File: config.mk
export PLATFORM = sky130hd
export DESIGN_NAME = fd_skid_pipe_reg
export DESIGN_NICKNAME = d
export VERILOG_FILES = /design/src/rtl/fd_skid_pipe_reg.sv
export SDC_FILE = /design/constraint.sdc
export NUM_CORES = 1
export LEC_CHECK = 0
export ABC_AREA = 0
export BUFFER_PORTS_ARGS = -buffer_cell sky130_fd_sc_hd__buf_4
export CAP_MARGIN = 0
export CORE_AREA = 3 3 118 91
export DETAILED_ROUTE_END_ITERATION = 6
export DIE_AREA = 0 0 121 94
export PLACE_DENSITY = 0.9
export SLEW_MARGIN = 20
export SYNTH_ARGS = -nofsm -noshare
export SYNTH_HDL_FRONTEND = slang
export SYNTH_SLANG_ARGS = --single-unit
export TNS_END_PERCENT = 10
File: constraint.sdc
create_clock -name clk -period 2.08 [get_ports clk]
set_input_delay 0.104 -clock clk [delete_from_list [all_inputs] [get_ports clk]]
set_output_delay 0.104 -clock clk [all_outputs]
set_load 0.01 [all_outputs]
File: src/rtl/fd_skid_pipe_reg.sv
// Fetch/decode pipeline register with a two-entry skid buffer and valid/ready on both sides.
// in_ready and every output come straight from flops, so decode backpressure never reaches fetch combinationally.
module fd_skid_pipe_reg #(
    parameter int                 INST_W      = 32,
    parameter int                 PC_IN_W     = 16,
    parameter int                 PC_OUT_W    = 32,
    parameter logic [INST_W-1:0]  BUBBLE_INST = 32'hffffffff,
    parameter int                 CNT_W       = 16
) (
    input  logic                clk,
    input  logic                rst,
    input  logic                flush,
    input  logic                in_valid,
    output logic                in_ready,
    input  logic [INST_W-1:0]   in_inst,
    input  logic [PC_IN_W-1:0]  in_pc,
    input  logic                in_guess,
    output logic                out_valid,
    input  logic                out_ready,
    output logic [INST_W-1:0]   out_inst,
    output logic [PC_OUT_W-1:0] out_pc,
    output logic                out_guess,
    output logic [1:0]          occupancy,
    output logic [CNT_W-1:0]    stall_cnt
);

    typedef enum logic [1:0] {
        ST_EMPTY = 2'd0,
        ST_ONE   = 2'd1,
        ST_FULL  = 2'd2
    } state_t;

    state_t                state_q, state_d;
    logic                  out_valid_q, out_valid_d;
    logic [INST_W-1:0]     out_inst_q, out_inst_d;
    logic [PC_OUT_W-1:0]   out_pc_q, out_pc_d;
    logic                  out_guess_q, out_guess_d;
    logic [INST_W-1:0]     skid_inst_q, skid_inst_d;
    logic [PC_IN_W-1:0]    skid_pc_q, skid_pc_d;
    logic                  skid_guess_q, skid_guess_d;
    logic                  in_ready_q, in_ready_d;
    logic [1:0]            occ_q, occ_d;
    logic [CNT_W-1:0]      stall_cnt_q, stall_cnt_d;

    logic accept, drain;

    // Handshakes: a transfer happens on a rising edge where valid and ready are both high;
    // valid must not depend on ready, and in_ready is a pure flop output.
    assign accept = in_valid & in_ready_q;
    assign drain  = out_valid_q & out_ready;

    // State register
    always_ff @(posedge clk) begin
        if (rst) begin
            state_q      <= ST_EMPTY;
            out_valid_q  <= 1'b0;
            out_inst_q   <= BUBBLE_INST;
            out_pc_q     <= '0;
            out_guess_q  <= 1'b0;
            skid_inst_q  <= '0;
            skid_pc_q    <= '0;
            skid_guess_q <= 1'b0;
            in_ready_q   <= 1'b1;
            occ_q        <= 2'd0;
            stall_cnt_q  <= '0;
        end else begin
            state_q      <= state_d;
            out_valid_q  <= out_valid_d;
            out_inst_q   <= out_inst_d;
            out_pc_q     <= out_pc_d;
            out_guess_q  <= out_guess_d;
            skid_inst_q  <= skid_inst_d;
            skid_pc_q    <= skid_pc_d;
            skid_guess_q <= skid_guess_d;
            in_ready_q   <= in_ready_d;
            occ_q        <= occ_d;
            stall_cnt_q  <= stall_cnt_d;
        end
    end

    // Next-state logic
    always_comb begin
        state_d = state_q;
        case (state_q)
            ST_EMPTY: if (accept) state_d = ST_ONE;
            ST_ONE: begin
                if (accept && !drain)      state_d = ST_FULL;
                else if (!accept && drain) state_d = ST_EMPTY;
            end
            ST_FULL:  if (drain) state_d = ST_ONE;
            default:  state_d = ST_EMPTY;
        endcase
        if (flush) state_d = ST_EMPTY;
    end

    // Datapath and registered outputs; the main entry is stored already bubble-encoded
    always_comb begin
        out_inst_d   = out_inst_q;
        out_pc_d     = out_pc_q;
        out_guess_d  = out_guess_q;
        skid_inst_d  = skid_inst_q;
        skid_pc_d    = skid_pc_q;
        skid_guess_d = skid_guess_q;
        if (state_d == ST_EMPTY) begin
            out_inst_d  = BUBBLE_INST;
            out_pc_d    = '0;
            out_guess_d = 1'b0;
        end else begin
            case (state_q)
                ST_EMPTY, ST_ONE: begin
                    if (accept && (drain || state_q == ST_EMPTY)) begin
                        out_inst_d  = in_inst;
                        out_pc_d    = PC_OUT_W'(in_pc);
                        out_guess_d = in_guess;
                    end else if (accept) begin
                        skid_inst_d  = in_inst;
                        skid_pc_d    = in_pc;
                        skid_guess_d = in_guess;
                    end
                end
                ST_FULL: begin
                    if (drain) begin
                        out_inst_d  = skid_inst_q;
                        out_pc_d    = PC_OUT_W'(skid_pc_q);
                        out_guess_d = skid_guess_q;
                    end
                end
                default: ;
            endcase
        end
        out_valid_d = (state_d != ST_EMPTY);
        in_ready_d  = (state_d != ST_FULL);
        occ_d       = (state_d == ST_FULL) ? 2'd2 : (state_d == ST_ONE) ? 2'd1 : 2'd0;
        stall_cnt_d = stall_cnt_q;
        if (out_valid_q && !out_ready && (stall_cnt_q != {CNT_W{1'b1}}))
            stall_cnt_d = stall_cnt_q + CNT_W'(1);
    end

    assign in_ready  = in_ready_q;
    assign out_valid = out_valid_q;
    assign out_inst  = out_inst_q;
    assign out_pc    = out_pc_q;
    assign out_guess = out_guess_q;
    assign occupancy = occ_q;
    assign stall_cnt = stall_cnt_q;

endmodule

Word level (Yosys, flattened, before mapping)
Cells that the tools add are included.
- bits in registers: 136
- bits of input ports: 54
- output and inout port bits: 85
- word-level logic and storage cells: 60
- $add $sub $neg: 1
- eq/ne operators: 8
- muxes and demuxes: 17
- bitwise logic cells: 4
- reductions and logical operators: 18
- operators by type and width (cell ; count):
    $mux W32 ; 4
    $pmux W32 S2 ; 2
    $add A16 B1 Y16 const B ; 1
    $ne A16 B16 Y1 const B ; 1
    $mux W2 ; 6
    $ne A2 B2 Y1 const B ; 3
    $pmux W2 S3 ; 1
    $reduce_or A2 Y1 ; 3
    $logic_and A1 B1 Y1 ; 5
    $eq A2 B1 Y1 const B ; 2
    $eq A2 B2 Y1 const B ; 2
    $logic_not A2 Y1 ; 2
    $reduce_and A4 Y1 ; 1
    $reduce_bool A2 Y1 ; 2
    $logic_not A1 Y1 ; 3
    $mux W1 ; 3
    $reduce_and A3 Y1 ; 1
    $and A1 B1 Y1 ; 2
    $not A1 Y1 ; 2
    $pmux W1 S2 ; 1
    $logic_or A1 B1 Y1 ; 1

Depth between registers and ports, before layout
- word-level depth: 10
- depth in mapped cells: 7
- mapped depth without buffers: 5

Worst setup path after synthesis
No wires, ideal clock.
- path type: register to register
- start point: register stall_cnt_q[0], in the netlist stall_cnt[0]
- end point: register stall_cnt_q[1], in the netlist stall_cnt[1]
- setup time: 0.128 ns
- arrival time: 1.719 ns
- data required time: 1.952 ns
- slack: 0.233 ns
- stages on the path, launching flop included: 7
- path buffers: 1
- clock period less this slack: 1.847 ns
- cell sequence: dfxtp_1 -> ha_1 -> nand3_2 -> o41ai_2 -> buf_4 -> mux2i_1 -> nor2_1
- longest elaborated chain between the ends: 2
- elaborated cells between the ends (all ways): 3
- classes of those cells: add/sub (1); eq/ne (1); reduce/logical (1)
- ends and longest elaborated chain (element ; line ; RTL):
    start, declared ; 43 ; logic [CNT_W-1:0] stall_cnt_q, stall_cnt_d;
    start signal, assigned ; 77 ; stall_cnt_q <= stall_cnt_d;
    parallel branches: the longest is 2 deep, another holds $add A16 B1 Y16 ; n/a ;
Parallel ways; which one is timed is not known.
A chain may end at the register's enable or synchronous reset.

Worst setup path in the final report
Ends and elaborated chain as after synthesis.

==> results_dict.tcl <==
set metrics [dict create \
    clock_path_buffers 2 \
    first_pass_iters 5 \
    grt_pass1_wl_mm 22.4 \
    r2r_slack_ns 0.21 \
    fin_hold_ws_ns 0.100 \
    floorplan.initialDensity_pct 51.7 \
    fin_tns_setup_ns 0 \
    num_rows 31 \
    hold_path.class "input port to flop" \
    setup_viol 0 \
    die_x_um 121 \
    cts_tree "done" \
    fill_cells 668 \
    grt_pass1_vias 4632 \
    synth_top_flop_cell "dfxtp_1" \
    p_clk_share_pct 48.8 \
    intPower_mw 4.38 \
    vias 4737 \
    crit_path_start_kind "flop" \
    seq_power_share_pct 41.7 \
    post_cts_buffers 0 \
    netlist_area_um2 4990 \
    tightest_slew_ns 0.707 \
    crit_required_ns 2.34 \
    dp_hpwl_mm 8.49 \
    crit_arrival_ns 2.14 \
    synth_edf_count 0 \
    drc_errors 0 \
    ys_async_sr_fraction_pct 0 \
    grt_usage_pct 24.7 \
    htree_levels 4 \
    r2r-end "stall_cnt[1]" \
    combPwrFrac_pct 9.6 \
    seq_area_um2 2400 \
    clkLatencyLatePin_ns 0.40 \
    p_sw_share_pct 23.8 \
    fin_crit_sh_pct 90.1 \
    final_util_pct 72.5 \
    yosysSeqAreaShare_pct 48.1 \
    max_slew_margin_pct 52.9 \
    p_per_area_nw_per_um2 821 \
    routed_via_density 5.44 \
    endpoint_kind "flop" \
    fin_nets 781 \
    synthCells 568 \
    multiInputGateArea_um2 2350 \
    synth_cell_type_count 48 \
    mostFrequentLayoutCells "135 x nand2_1, 132 x buf_4, 120 x dfxtp_1" \
    gr-total-overflow 0 \
    r2r-start "stall_cnt[0]" \
    crit_fanout 14 \
    p_sw_mw 1.37 \
    criticalPathCategory "flop to flop" \
    portBuffers 122 \
    clkTransAtPathRegs_ns 0.05 \
    rsz0062_at_grt "false" \
    drive_above_1_share_pct 24.1 \
    cts_resized 0 \
    grt_max_degree 67 \
    report.final.hold_viol_count 0 \
    syn_avg_cell_area_um2 8.79 \
    wl_per_cell_um 16.2 \
    whs_path_depth 3 \
    area_delta_synth_final_pct 40.2 \
    final_common_cell "nand2_1" \
    whs_endpoint "state_q[0]" \
    synth-seq-cells 120 \
    finalMaxSlewViolations 0 \
    period_minus_slack_ns 1.87 \
    yosysWarningCount 0 \
    cap_violations 0 \
    grt_antenna_before_repair 1 \
    cts_sinks 120 \
    status "completed" \
    drt_wl_total_mm 14.1 \
    pin_count 139 \
    cts_buffers 17 \
    fmax_ghz 0.534 \
    worstHoldStart "flush" \
    die_y_um 94 \
    r2r_cells 6 \
    ant_nets 0 \
    power_leakage_nw 3.12 \
    peakVddDrop_mv 0.501 \
    drtIter0Drc 467 \
    clockRootBuffer "clkbuf_16" \
    fp.dieArea_um2 11400 \
    core_area_um2 9660 \
    gp_congestion 0.857 \
    p_total_mw 5.75 \
    finClkSkew_ns 0.0105 \
]
critical path, stage by stage, from the launching register on:
cell,delay (ns)
dfxtp_1,0.42
ha_1,0.24
nand3_2,0.21
o41ai_2,0.39
buf_4,0.24
mux2i_1,0.19
nor2_1,0.05
per-stage QoR:
stage / cell area, um2 / std cells / setup slack (ns)
finish: 7000 / 871 / 0.207
global route: 7000 / 871 / 0.0713
CTS: 6990 / 870 / 0.0287
detailed placement: 5930 / 790 / 0.0484
global placement: 5930 / 790 / 0.201
floorplan: 5050 / 583 / 0.233
sequential cells by signal, summed over array words and instances, names as in the netlist:
register / cells
out_guess: 1
out_pc: 16
state_q: 2
stall_cnt: 16
occupancy: 2
out_inst: 32
skid_inst_q: 32
skid_pc_q: 16
out_valid: 1
skid_guess_q: 1
in_ready: 1
how the worst max path moves through the flow:
stage	startpoint	slack (ns)	cells after the start	end
finish	stall_cnt[0]	0.21	6	stall_cnt[1]
global route	stall_cnt[0]	0.07	6	stall_cnt[1]
CTS	state_q[1]	0.03	3	out_inst[22]
detailed placement	state_q[1]	0.05	3	out_inst[22]
global placement	state_q[1]	0.20	3	out_inst[7]
floorplan	stall_cnt[0]	0.23	6	stall_cnt[1]
power by group through the flow:
stage	Combinational (mW)	Sequential, mW	Clock, mW
floorplan	0.263	2.45	0
global placement	0.444	2.44	0
detailed placement	0.461	2.44	0
CTS	0.540	2.39	2.82
global route	0.601	2.40	2.94
finish	0.551	2.39	2.80
cell type report:
type	instances	area share (%)
timing repair buffer	181	21.2
multi-input combinational	401	33.6
sequential	120	34.3
inverter	5	0.268
tap	132	2.36
antenna	1	0.0357
clock inverter	10	1.36
clock buffer	21	6.86
synthesized netlist by cell type, types with 2 or more instances:
library cell | number | area, um2
nor2_1 | 26 | 97.6
nand2b_1 | 2 | 12.5
buf_1 | 2 | 7.51
and3_1 | 2 | 12.5
nor3_1 | 7 | 35.0
and4_1 | 3 | 26.3
clkbuf_1 | 25 | 93.8
nand4_1 | 5 | 31.3
nor2b_1 | 2 | 12.5
a211oi_1 | 17 | 128
dfxtp_1 | 120 | 2400
buf_2 | 13 | 65.1
or3_1 | 8 | 50.1
a21oi_1 | 60 | 300
buf_4 | 17 | 128
nand2_1 | 135 | 507
nand3_2 | 2 | 20.0
o21ai_0 | 8 | 40.0
xnor2_1 | 2 | 17.5
o211ai_1 | 32 | 240
inv_1 | 4 | 15.0
mux2i_1 | 50 | 500
cell families after synthesis:
kind of cell    synth area share [%]
simple gates                    17.5
buf+inv                         6.26
compound gates                  17.0
other cells                   0.0751
fa+ha+maj                      0.251
xor+xnor                       0.526
mux                             10.2
flops                           48.1
timing repair:
| action | in CTS | in global routing |
|---|---|---|
| endpoints found under the setup margin | 0 | 0 |
| hold buffers | 49 | 0 |
| endpoints found under the hold margin | 49 | 0 |
layer usage:
layer | share of wire (%) | vias up | global-route usage, %
met4 | 2.2 | 0 | 9.53
met2 | 51 | 178 | 44.1
met3 | 5.9 | 29 | 6.08
met5 | 0 | - | 0
met1 | 41 | 2249 | 28.7
li1 | - | 2281 | -
Power figures use the tool's default switching activity.
